## config.mk

```make
export PLATFORM = sky130hd
export DESIGN_NAME = button_conditioner
export DESIGN_NICKNAME = d
export VERILOG_FILES = /design/src/rtl/button_pkg.sv /design/src/rtl/button_conditioner_sync_chain.sv /design/src/rtl/button_conditioner.sv
export SDC_FILE = /design/constraint.sdc
export NUM_CORES = 1
export LEC_CHECK = 0
export BUFFER_PORTS_ARGS = -buffer_cell sky130_fd_sc_hd__buf_2
export CAP_MARGIN = 40
export CELL_PAD_IN_SITES_DETAIL_PLACEMENT = 0
export CELL_PAD_IN_SITES_GLOBAL_PLACEMENT = 1
export CORE_MARGIN = 2
export CORE_UTILIZATION = 36
export CTS_CLUSTER_SIZE = 10
export DETAILED_ROUTE_END_ITERATION = 8
export PLACE_DENSITY = 0.8
export SYNTH_ARGS = -nofsm -noshare
export SYNTH_HDL_FRONTEND = slang
export SYNTH_HIERARCHICAL = 1
export SYNTH_SLANG_ARGS = --single-unit
```

## constraint.sdc

```tcl
create_clock -name clk -period 1.4 [get_ports clk]
set_clock_uncertainty 0.15 [all_clocks]
set_input_delay 0.21 -clock clk [delete_from_list [all_inputs] [get_ports clk]]
set_output_delay 0.21 -clock clk [all_outputs]
set_load 0.01 [all_outputs]
```

## src/rtl/button_pkg.sv

```systemverilog
// Shared definitions for the push-button conditioner.
//
// Contents:
//   btn_state_e             debounce FSM state encoding (2 bits)
//   DEFAULT_DEBOUNCE_TICKS  default number of stable tick samples to accept an edge
//   DEFAULT_LONG_TICKS      default number of ticks held before a long-press pulse
//   cnt_width()             width of the shared debounce / long-press counter
package button_pkg;

  typedef enum logic [1:0] {
    IDLE         = 2'd0,
    PRESS_WAIT   = 2'd1,
    PRESSED      = 2'd2,
    RELEASE_WAIT = 2'd3
  } btn_state_e;

  localparam int DEFAULT_DEBOUNCE_TICKS = 10;
  localparam int DEFAULT_LONG_TICKS     = 1000;

  // The counter must hold its largest target value without wrapping. When the
  // long-press feature is not built, only the debounce target matters.
  function automatic int cnt_width(input int debounce_ticks,
                                   input int long_ticks,
                                   input bit long_en);
    int top;
    top = debounce_ticks;
    if (long_en && (long_ticks > top)) top = long_ticks;
    if (top < 1) top = 1;
    return $clog2(top + 1);
  endfunction

endpackage

```

## src/rtl/button_conditioner_sync_chain.sv

```systemverilog
// Multi-flop synchroniser for an asynchronous board input.
//
// Ports:
//   clk  input   sampling clock
//   ar   input   asynchronous active-low clear; all stages load RESET_VAL
//   d    input   asynchronous input
//   q    output  synchronised output (last stage)
//
// STAGES below 2 is raised to 2; a single flop is not a synchroniser.
module sync_chain #(
  parameter int   STAGES    = 2,
  parameter logic RESET_VAL = 1'b0
) (
  input  logic clk,
  input  logic ar,
  input  logic d,
  output logic q
);

  localparam int N = (STAGES < 2) ? 2 : STAGES;

  logic [N-1:0] stage;

  always_ff @(posedge clk or negedge ar) begin
    if (!ar) begin
      stage <= {N{RESET_VAL}};
    end else begin
      stage <= {stage[N-2:0], d};
    end
  end

  assign q = stage[N-1];

endmodule

```

## src/rtl/button_conditioner.sv

```systemverilog
// Push-button conditioner: synchronises a raw key pin, debounces it against a
// tick enable and produces a clean level plus single-cycle press / release
// pulses. Optional long-press pulse when BUTTON_LONG_PRESS_EN is defined.
//
// Ports:
//   clk            input   block clock, rising edge
//   ar             input   asynchronous active-low reset
//   tick           input   debounce sample enable (one clk wide, or tie high)
//   btn_raw        input   asynchronous key pin
//   btn_level      output  debounced active-high pressed level
//   press_pulse    output  one clk high on an accepted press
//   release_pulse  output  one clk high on an accepted release
//   long_press     output  one clk high after LONG_TICKS in PRESSED
//                          (constant 0 unless BUTTON_LONG_PRESS_EN is defined)
//
// state        | meaning
// -------------+--------------------------------------------------------------
// IDLE         | key released and accepted as released
// PRESS_WAIT   | key seen pressed, counting stable ticks before accepting
// PRESSED      | press accepted; counts ticks for long-press when built
// RELEASE_WAIT | key seen released, counting stable ticks before accepting
module button_conditioner
  import button_pkg::*;
#(
  parameter int SYNC_STAGES    = 2,
  parameter int DEBOUNCE_TICKS = DEFAULT_DEBOUNCE_TICKS,
  parameter bit ACTIVE_LOW_IN  = 1'b1,
  parameter int LONG_TICKS     = DEFAULT_LONG_TICKS
) (
  input  logic clk,
  input  logic ar,
  input  logic tick,
  input  logic btn_raw,
  output logic btn_level,
  output logic press_pulse,
  output logic release_pulse,
  output logic long_press
);

`ifdef BUTTON_LONG_PRESS_EN
  localparam bit LONG_EN = 1'b1;
`else
  localparam bit LONG_EN = 1'b0;
`endif

  localparam int            CW      = cnt_width(DEBOUNCE_TICKS, LONG_TICKS, LONG_EN);
  localparam logic [CW-1:0] DB_LAST = CW'(DEBOUNCE_TICKS - 1);
  localparam logic [CW-1:0] CNT_ONE = CW'(1);

`ifdef BUTTON_LONG_PRESS_EN
  localparam logic [CW-1:0] LONG_MAX  = CW'(LONG_TICKS);
  localparam logic [CW-1:0] LONG_LAST = CW'(LONG_TICKS - 1);
`endif

  logic          s_in;
  logic          sync;
  btn_state_e    state_q, state_d;
  logic [CW-1:0] cnt_q, cnt_d;
  logic          pressed_half;

  // Polarity is corrected before the synchroniser so its reset value of 0
  // always means "not pressed".
  assign s_in = btn_raw ^ ACTIVE_LOW_IN;

  sync_chain #(
    .STAGES    (SYNC_STAGES),
    .RESET_VAL (1'b0)
  ) u_sync (
    .clk (clk),
    .ar  (ar),
    .d   (s_in),
    .q   (sync)
  );

`ifdef BUTTON_LONG_PRESS_EN
  logic long_evt;
  logic long_evt_q;
`endif

  always_comb begin
    state_d = state_q;
    cnt_d   = cnt_q;
`ifdef BUTTON_LONG_PRESS_EN
    long_evt = 1'b0;
`endif
    if (tick) begin
      unique case (state_q)
        IDLE: begin
          if (sync) begin
            if (DEBOUNCE_TICKS == 1) begin
              state_d = PRESSED;
              cnt_d   = '0;
            end else begin
              state_d = PRESS_WAIT;
              cnt_d   = CNT_ONE;
            end
          end else begin
            cnt_d = '0;
          end
        end

        PRESS_WAIT: begin
          if (!sync) begin
            // Any bounce restarts the count from scratch.
            state_d = IDLE;
            cnt_d   = '0;
          end else if (cnt_q == DB_LAST) begin
            state_d = PRESSED;
            cnt_d   = '0;
          end else begin
            cnt_d = cnt_q + CNT_ONE;
          end
        end

        PRESSED: begin
          if (!sync) begin
            if (DEBOUNCE_TICKS == 1) begin
              state_d = IDLE;
              cnt_d   = '0;
            end else begin
              state_d = RELEASE_WAIT;
              cnt_d   = CNT_ONE;
            end
          end
`ifdef BUTTON_LONG_PRESS_EN
          else if (cnt_q < LONG_MAX) begin
            cnt_d    = cnt_q + CNT_ONE;
            long_evt = (cnt_q == LONG_LAST);
          end
`endif
        end

        RELEASE_WAIT: begin
          if (sync) begin
            // The count was reused for the release debounce; parking it at
            // the long-press target keeps long_press from firing twice.
            state_d = PRESSED;
`ifdef BUTTON_LONG_PRESS_EN
            cnt_d   = LONG_MAX;
`else
            cnt_d   = '0;
`endif
          end else if (cnt_q == DB_LAST) begin
            state_d = IDLE;
            cnt_d   = '0;
          end else begin
            cnt_d = cnt_q + CNT_ONE;
          end
        end

        default: begin
          state_d = IDLE;
          cnt_d   = '0;
        end
      endcase
    end
  end

  assign pressed_half = (state_q == PRESSED) || (state_q == RELEASE_WAIT);

  // Outputs trail the state by one clk. Edges are found by comparing the state
  // against the registered level, so a pulse lasts exactly one clk whatever
  // tick does, and press / release can never coincide.
  always_ff @(posedge clk or negedge ar) begin
    if (!ar) begin
      state_q       <= IDLE;
      cnt_q         <= '0;
      btn_level     <= 1'b0;
      press_pulse   <= 1'b0;
      release_pulse <= 1'b0;
    end else begin
      state_q       <= state_d;
      cnt_q         <= cnt_d;
      btn_level     <= pressed_half;
      press_pulse   <= (state_q == PRESSED) && !btn_level;
      release_pulse <= (state_q == IDLE) && btn_level;
    end
  end

`ifdef BUTTON_LONG_PRESS_EN
  // Extra stage keeps long_press aligned with press_pulse timing: it lands
  // LONG_TICKS clk after press_pulse when tick is held high.
  always_ff @(posedge clk or negedge ar) begin
    if (!ar) begin
      long_evt_q <= 1'b0;
      long_press <= 1'b0;
    end else begin
      long_evt_q <= long_evt;
      long_press <= long_evt_q;
    end
  end
`else
  assign long_press = 1'b0;
`endif

endmodule

```

==> results of run 1 <==
-- synth_stat cells (all sizes together) --
library cell	n
clkbuf	1
conb	1
o31ai	1
buf	3
nand4	1
ha	2
and3b	1
a311oi	1
or2	1
o22ai	1
o211ai	3
o21ai	3
mux2	1
xor2	1
inv	5
nand4b	1
dfrtp	11
a21oi	2
nor3b	2
nand3b	2
nand3	2
nor2	1
nand2	7
-- state kept, by name, indices dropped and copies added, names as in the netlist, named ones only --
| register | cells |
|---|---|
| cnt_q | 4 |
| u_sync/stage | 2 |
| btn_level | 1 |
| press_pulse | 1 |
| release_pulse | 1 |
| state_q | 1 |
-- stage by stage --
stage / util, % / worst slack (ns) / instance area, sq um
finish: 47.4 / -0.0156 / 697
CTS: 45.8 / -0.00127 / 674
detailed placement: 42.7 / -0.000704 / 628
global placement: 42.7 / 0.0408 / 628
floorplan: - / 0.00663 / 553
global route: 47.4 / -0.116 / 697
-- worst max path at each step --
stage | slack, ns | cells after the start | start | to
finish | -0.02 | 5 | cnt_q[1]$_DFFE_PN0P_ | flop
global route | -0.12 | 5 | cnt_q[1]$_DFFE_PN0P_ | flop
CTS | -0.001 | 5 | cnt_q[1]$_DFFE_PN0P_ | flop
detailed placement | -0.0007 | 5 | cnt_q[1]$_DFFE_PN0P_ | flop
global placement | 0.04 | 5 | cnt_q[1]$_DFFE_PN0P_ | flop
floorplan | 0.007 | 5 | cnt_q[1]$_DFFE_PN0P_ | flop
-- logic make-up (layout without fill, tap and decap cells) --
family	after synthesis	count (layout)	share of synthesized area [%]
AO/OA/AOI/OAI	11	11	13.6
XOR/XNOR	1	1	2.94
adder cells (fa/ha/maj)	2	2	4.52
buffers and inverters	9	25	8.37
flip-flops	11	11	49.8
multiplexers	1	1	2.04
other	1	1	0.678
AND/OR/NAND/NOR	18	18	18.1
-- routing by layer --
layer	global-route usage [%]	wire length (microns)
met1	17.6	497
met2	17.6	464
met3	3.83	43
met4	5.45	10
met5	0	0
-- power by group --
part	switching (W)	internal [W]
Sequential	0.0000322	0.000364
Combinational	0.000150	0.000144
Clock	0.000111	0.000110
Total	0.000293	0.000619
-- cell type report --
type	count	area, sq um	share of cell area (%)
clock buffer	4	26.3	3.77
inverter	5	18.8	2.69
multi-input combinational	34	246	35.4
sequential	11	275	39.5
tap	16	20.0	2.87
timing repair buffer	16	110	15.8
-- what timing repair did --
item                                    CTS  global route
buffers inserted                          0             1
resized for setup                         0             3
pin swaps                                 1             3
hold endpoints to repair                 12             0
hold buffers                              2             0
endpoints found under the setup margin    1             4
==> results by group, run 1 <==
Run status
  – Status: finished, violations left
  – Failing checks: setup timing

Logic synthesis
  – Post-Syn Area: 553 sq um
  – Yosys warns: 6
  – Register area share after synthesis: 49.8%
  – Post-Syn Instances: 54
  – Number of synthesized register bits: 11
  – Avg Cell Area, Syn: 10.2 sq um
  – Post-synthesis cell type count: 26
  – Area contributors post-synth: dfrtp_1, nand2_1, ha_1
  – Synthesized Nets: 60
  – Post-synth top area cell: dfrtp_1
  – Yosys top cell area share: 49.8%

Placed design
  – Placed Cells: 79
  – Port bufs: 6
  – Final estimated routing congestion in global placement: 0.711
  – Dpl hpwl: 722 microns

Worst hold path
  – Worst Hold Depth: 2
  – Worst Hold Launch: tick
  – Worst min path class: primary input to flop
  – Worst hold endpoint: cnt_q[0]$_DFFE_PN0P_

Cells and area
  – Commonest non-fill, non-tap cell in the layout: dfrtp_1
  – Commonest non-fill, non-tap cells in the layout: dfrtp_1, buf_4, nand2_1
  – Final net count: 77
  – Fraction of layout cells with a size suffix above 1: 31.4%
  – Fillcell total: 148
  – Ant. Diodes: 0
  – Final cell count without fillers: 86
  – Area grow syn2layout: 26.0%

Global routing
  – Initial antenna violation count: 0
  – Remaining global-route overflow: 0
  – Pin count of the biggest net entering global routing: 12
  – First-pass GRT wire length: 1.68 mm
  – All-Layer GR Usage: 12.5%
  – Vias in the first global route: 366

Floorplanning
  – Core ar.: 1470 sq um
  – Die height: 43.2 microns
  – Die Span X: 43.2 microns
  – Die Area: 1870 sq um
  – Row count: 14
  – Boundary Pins: 8
  – Starting density of the core: 37.6%

STA
  – Hold WS: 0.0406 ns
  – Final Cycle Share: 101%
  – Final Slew Violations: 0
  – # setup viols final: 1
  – RSZ-0062 raised after global routing: yes
  – Highest Clock Rate: 706 MHz
  – Minimum clock period: 1.42 ns
  – Final hold vios: 0
  – Setup WS post-layout: -0.0156 ns
  – Setup tns final: -0.0156 ns

Critical path
  – R2R depth: 5
  – Buf/Inv on CP: 1
  – Reg-to-reg startpoint: cnt_q[1]$_DFFE_PN0P_
  – Crit Path Class: flop to flop
  – Max stage delay on crit path: 0.38 ns
  – Crit start category: flop
  – CP Max Fanout: 3
  – Slowest CP cell: dfrtp_1
  – CP endpoint kind: flop
  – Cells along the critical path: inv_1, ha_2, nand3b_1, nor2_1, mux2_1
  – Worst EP required: 1.41 ns
  – R2R setup slack: -0.02 ns
  – CP arrival: 1.43 ns
  – Top delay family on crit path: flip-flops

CTS
  – CTS tree: built
  – Worst-Skew Late Latency: 0.27 ns
  – Cts bufs inserted: 3
  – Clk slew on worst S/H paths: 0.08 ns
  – Clock Sinks: 11
  – Clk root buf: clkbuf_4
  – H-tree Lvls: 1
  – Maximum root-to-sink buffer count: 2

Drt
  – Total number of vias: 424
  – DRC: 0
  – 1st-pass router iterations: 4
  – WL per Instance: 11.8 microns
  – Initial drt markers: 4
  – Total Routed Length: 1.02 mm
  – Post-route ant nets: 0
  – Via/cell ratio: 4.93

Pwr
  – Pleak: 0.326 nW
  – Overall Power: 0.000912 W
  – Worst vdd ir: 657 uV
  – Power Dens Cells: 1310 nW/um^2

Run
  – # Max-Cap Violations: 0
Power figures use the tool's default switching activity.
==> run 2, diff against run 1 <==
CORE_AREA = 2 2 39 41   (was unset)
CORE_MARGIN = unset   (was 2)
CORE_UTILIZATION = unset   (was 36)
DIE_AREA = 0 0 41 43   (was unset)
PLACE_DENSITY = 0.86   (was 0.8)
clock period = 1.7 ns   (was 1.4 ns; I/O delays follow)
==> run 2 against run 1 <==
Net effect: the flow now finishes without violations; design area down 9.7%; sequential power down 13%; clock power down 21%; first-iteration DRC count up 25%; critical path depth down 1; highest routed layer unchanged; count of clock-buffer cells in the layout unchanged; flip-flop and latch count unchanged.
==> results by group, run 2 (synthesis results as in run 1) <==
Run status
  – Status: finished clean

CTS
  – Maximum root-to-sink buffer count: 2 (unchanged)
  – CTS tree: built
  – Post-CTS setup buffers: 0 (unchanged)
  – H-tree Lvls: 1 (unchanged)
  – Clk root buf: clkbuf_4
  – Worst-Skew Late Latency: 0.26 ns (about the same)
  – PostCTS Resize Cnt: 0 (unchanged)
  – Hold Buf Count CTS: 2 (unchanged)
  – Cts bufs inserted: 3 (unchanged)
  – Clk slew on worst S/H paths: 0.07 ns (about the same)
  – Clock Sinks: 11 (unchanged)

Critical path
  – Top delay family on crit path: flip-flops
  – CP Max Fanout: 5 (+2)
  – CP arrival: 1.48 ns (+0.05 ns)
  – Buf/Inv on CP: 0 (-1)
  – Cells along the critical path: ha_1, nand3b_1, nor2_1, mux2_1
  – Worst EP required: 1.69 ns (+0.28 ns)
  – CP endpoint kind: flop
  – Crit start category: flop
  – Crit Path Class: flop to flop
  – Slowest CP cell: dfrtp_1
  – Max stage delay on crit path: 0.43 ns (+0.05 ns)

Cells and area
  – Commonest non-fill, non-tap cell in the layout: dfrtp_1
  – Largest regs: cnt_q (4), u_sync/stage (2)
  – Fraction of layout cells with a size suffix above 1: 20.6% (-11 points)
  – Ant. Diodes: 0 (unchanged)
  – Area grow syn2layout: 13.8%
  – Max reg flops: 4 (unchanged)
  – Final net count: 70 (-9.1%)
  – Top reg by flops: cnt_q
  – Commonest non-fill, non-tap cells in the layout: dfrtp_1, nand2_1, buf_2

Global routing
  – Pin count of the biggest net entering global routing: 12 (unchanged)
  – Vias in the first global route: 405 (+11%)
  – All-Layer GR Usage: 15.7% (+3.2 points)
  – First-pass GRT wire length: 1.79 mm (+6.2%)
  – Initial antenna violation count: 0 (unchanged)
  – Remaining global-route overflow: 0 (unchanged)

Floorplanning
  – Die Area: 1760 sq um (-5.5%)
  – Boundary Pins: 8 (unchanged)
  – Die height: 43 microns (-0.45%)
  – Starting density of the core: 40.0% (+2.4 points)
  – Die Span X: 41 microns (-5.1%)
  – Row count: 14 (unchanged)
  – Core ar.: 1380 sq um (-6.0%)

Drt
  – Initial drt markers: 5 (+1)
  – WL per Instance: 11.7 microns (-0.78%)
  – Post-route ant nets: 0 (unchanged)
  – Total number of vias: 400 (-5.7%)
  – Via/cell ratio: 5.06 (+2.7%)
  – 1st-pass router iterations: 2 (-2)
  – DRC: 0 (unchanged)
  – Total Routed Length: 926 microns (-8.9%)

Pwr
  – Power Dens Cells: 1090 nW/um^2 (-17%)
  – Worst vdd ir: 544 uV (-17%)
  – Pleak: 0.291 nW (-11%)

STA
  – Setup WS post-layout: 0.215 ns (+0.230 ns)
  – Final hold vios: 0 (unchanged)
  – Final Slew Violations: 0 (unchanged)
  – Hold WS: 0.101 ns (+0.0607 ns)
  – Minimum clock period: 1.49 ns (+0.0697 ns)
  – Final Cycle Share: 87.4% (-14 points)
  – # setup viols final: 0 (-1)
  – Setup tns final: 0 ns (+0.0156 ns)
  – RSZ-0062 raised after global routing: no
  – Highest Clock Rate: 673 MHz (-4.7%)

Placed design
  – Post-placement setup slack: 0.232 ns (+0.233 ns)
  – Final estimated routing congestion in global placement: 0.819 (+15%)
  – Port bufs: 6 (unchanged)
  – Dpl hpwl: 687 microns (-4.8%)

Run
  – # Max-Cap Violations: 0 (unchanged)

Worst hold path
  – Worst min path class: primary input to flop
run 2: where the power goes:
part           switching, W  total (W)  internal (W)
clock network     0.0000832   0.000174     0.0000907
logic             0.0000869   0.000164     0.0000772
registers         0.0000454   0.000346      0.000300
total              0.000216   0.000684      0.000468
run 2: layout make-up:
cell class	count	area, sq um
Fill cell	132	754
Sequential cell	11	275
Clock buffer	4	26.3
Inverter	5	18.8
Tap cell	16	20.0
Timing Repair Buffer	9	57.6
Multi-Input combinational cell	34	231
run 2: worst register-to-register path, cell delays in order (launching register included):
cell	delay, ns
dfrtp_1	0.43
ha_1	0.17
nand3b_1	0.14
nor2_1	0.15
mux2_1	0.32
run 2: final timing paths:
| kind | slack [ns] | from | cells past startpoint | end |
|---|---|---|---|---|
| setup / recovery | 0.21 | cnt_q[0]$_DFFE_PN0P_ | 4 | flop |
| min in group asynchronous | 0.23 | ar | 2 | cnt_q[3]$_DFFE_PN0P_ |
| setup reg to reg | 0.21 | cnt_q[0]$_DFFE_PN0P_ | 4 | flop |
| hold / removal | 0.10 | tick | 2 | cnt_q[0]$_DFFE_PN0P_ |
| max in group asynchronous | 0.97 | ar | 2 | u_sync/stage[1]$_DFF_PN0_ |
| hold reg to reg | 0.22 | u_sync/stage[0]$_DFF_PN0_ | 0 | u_sync/stage[1]$_DFF_PN0_ |
run 2: through the flow:
step	std cells	util [%]	cell area, sq um	total power [W]
2_1_floorplan	54	-	553	0.000468
3_3_place_gp	73	42.1	583	0.000509
3_5_place_dp	73	42.1	583	0.000512
4_1_cts	79	45.5	629	0.000694
5_1_grt	79	45.5	629	0.000747
6_report	79	45.5	629	0.000684
run 2: metal layers:
metal	vias to the layer above	wire length (microns)	GRT usage, %
li1	202	-	-
met1	188	457	21.0
met2	8	418	21.3
met3	2	36	4.71
met4	0	13	10.0
met5	-	0	0
==> run 3, diff against run 2 <==
REMOVE_ABC_BUFFERS = 1   (was unset)
==> run 3 against run 2 <==
Net effect: flip-flop and latch count is the same; first-iteration DRC count shrank 60%; critical path depth grew 1; design area is the same; via count grew 1.3%; clock power grew 5%.
==> results by group, run 3 (synthesis results as in run 1) <==
CTS
  – Cts bufs inserted: 3 (unchanged)
  – Worst-Skew Late Latency: 0.27 ns (about the same)
  – Clk root buf: clkbuf_4
  – H-tree Lvls: 1 (unchanged)
  – Clk slew on worst S/H paths: 0.08 ns (about the same)
  – CTS tree: built
  – Clock Sinks: 11 (unchanged)
  – Maximum root-to-sink buffer count: 2 (unchanged)
  – PostCTS Resize Cnt: 0 (unchanged)

Critical path
  – Buf/Inv on CP: 1 (+1)
  – CP Max Fanout: 4 (-1)
  – Worst EP required: 1.71 ns (+0.02 ns)
  – Slowest CP cell: dfrtp_1
  – Top delay family on crit path: flip-flops
  – CP arrival: 1.48 ns (about the same)
  – Max stage delay on crit path: 0.41 ns (-0.02 ns)
  – CP endpoint kind: flop
  – R2R depth: 5 (+1)
  – Cells along the critical path: inv_1, ha_1, nand3b_1, nor2_1, mux2_1
  – Crit Path Class: flop to flop
  – Crit start category: flop
  – Worst path depth: 5 (+1)

Cells and area
  – Fillcell total: 134 (+1.5%)
  – Final net count: 70 (unchanged)
  – Register area: 275 sq um (unchanged)
  – Fraction of layout cells with a size suffix above 1: 20.6% (unchanged)
  – Largest regs: cnt_q (4), u_sync/stage (2)
  – Ant. Diodes: 0 (unchanged)
  – Multi-input gate area: 231 sq um (unchanged)
  – Area grow syn2layout: 13.8% (unchanged)
  – Max reg flops: 4 (unchanged)
  – Commonest non-fill, non-tap cell in the layout: dfrtp_1
  – Commonest non-fill, non-tap cells in the layout: dfrtp_1, nand2_1, buf_2
  – Top reg by flops: cnt_q

Floorplanning
  – Starting density of the core: 40.0% (unchanged)
  – Boundary Pins: 8 (unchanged)
  – Core ar.: 1380 sq um (unchanged)
  – Die Span X: 41 microns (unchanged)
  – Row count: 14 (unchanged)
  – Die Area: 1760 sq um (unchanged)
  – Die height: 43 microns (unchanged)

STA
  – Setup WS post-layout: 0.229 ns (+0.0142 ns)
  – Final hold vios: 0 (unchanged)
  – Setup tns final: 0 ns (unchanged)
  – Minimum clock period: 1.47 ns (-0.0142 ns)
  – Highest Clock Rate: 680 MHz (+0.96%)
  – # setup viols final: 0 (unchanged)
  – RSZ-0062 raised after global routing: no
  – Final Slew Violations: 0 (unchanged)
  – Final Cycle Share: 86.5% (-0.83 points)

Global routing
  – Pin count of the biggest net entering global routing: 12 (unchanged)
  – Vias in the first global route: 390 (-3.7%)
  – All-Layer GR Usage: 14.8% (-0.93 points)
  – Initial antenna violation count: 0 (unchanged)
  – First-pass GRT wire length: 1.67 mm (-6.6%)
  – Remaining global-route overflow: 0 (unchanged)

Placed design
  – Port bufs: 6 (unchanged)
  – Dpl hpwl: 693 microns (+0.83%)
  – Post-placement setup slack: 0.227 ns (-0.00552 ns)
  – Final estimated routing congestion in global placement: 0.756 (-7.8%)

Pwr
  – Pleak: 0.291 nW (unchanged)
  – Internal power: 0.000468 W (about the same)
  – Worst vdd ir: 503 uV (-7.5%)
  – Comb pwr share: 24.0% (about the same)
  – Switching power: 0.000226 W (+5.0%)
  – Sequential Power Share: 49.6% (-1.0 points)
  – Clk network pwr share: 26.3% (+0.9 points)
  – Sw Share: 32.6% (+1.1 points)
  – Power Dens Cells: 1100 nW/um^2 (+1.6%)

Drt
  – Via/cell ratio: 5.13 (+1.2%)
  – Post-route ant nets: 0 (unchanged)
  – Total number of vias: 405 (+1.3%)
  – 1st-pass router iterations: 4 (+2)
  – Initial drt markers: 2 (-3)
  – DRC: 0 (unchanged)
  – WL per Instance: 12.2 microns (+4.0%)
  – Total Routed Length: 963 microns (+4.0%)

Worst hold path
  – Worst Hold Depth: 2 (unchanged)
  – Worst min path class: primary input to flop

Run
  – # Max-Cap Violations: 0 (unchanged)

Run status
  – Status: finished clean
[run 3: path summary, 6_finish.rpt]
kind	slack, ns	endpoint	start
worst max register to register	0.23	flop	cnt_q[1]$_DFFE_PN0P_
worst max-delay path	0.23	flop	cnt_q[1]$_DFFE_PN0P_
max in group asynchronous	0.97	u_sync/stage[1]$_DFF_PN0_	ar
worst min register to register	0.21	u_sync/stage[1]$_DFF_PN0_	u_sync/stage[0]$_DFF_PN0_
min in group asynchronous	0.22	async pin	ar
worst min-delay path	0.1	cnt_q[0]$_DFFE_PN0P_	tick
[run 3: final cells by class]
cell class	count	share of cell area, %
clock buffers	4	4.17
inverters	5	2.98
repair buffers	9	9.15
multi-input cells	34	36.8
well taps	16	3.18
flip-flops and latches	11	43.7
[run 3: power by group through the flow]
stage                     Clock, W  Combinational (W)  Sequential [W]
after CTS                 0.000188           0.000170        0.000345
after global placement           0           0.000162        0.000348
after floorplan                  0          0.0000916        0.000357
final                     0.000183           0.000167        0.000345
after detailed placement         0           0.000166        0.000350
after global routing      0.000202           0.000190        0.000353
[run 3: metrics by stage]
| stage | instance area [sq um] | hold WS (ns) | util [%] | cells | total power (W) |
|---|---|---|---|---|---|
| floorplan | 526 | -0.191 | - | 50 | 0.000448 |
| global placement | 583 | -0.0107 | 42.1 | 73 | 0.000510 |
| detailed placement | 583 | -0.00717 | 42.1 | 73 | 0.000516 |
| CTS | 629 | 0.0891 | 45.5 | 79 | 0.000702 |
| global route | 629 | 0.102 | 45.5 | 79 | 0.000745 |
| finish | 629 | 0.0973 | 45.5 | 79 | 0.000695 |
[run 3: repair_timing]
action,in CTS,in global routing
endpoints found under the setup margin,0,0
hold endpoints to repair,12,0
hold buffers,2,0
setup buffers,0,0
[run 3: layer usage]
metal  wire length (microns)  share of wire [%]  track usage (%)
met1                     471                 49             17.9
met2                     436                 45             21.3
met3                      32                3.3             4.71
met4                      22                2.3             10.0
met5                       0                  0                0
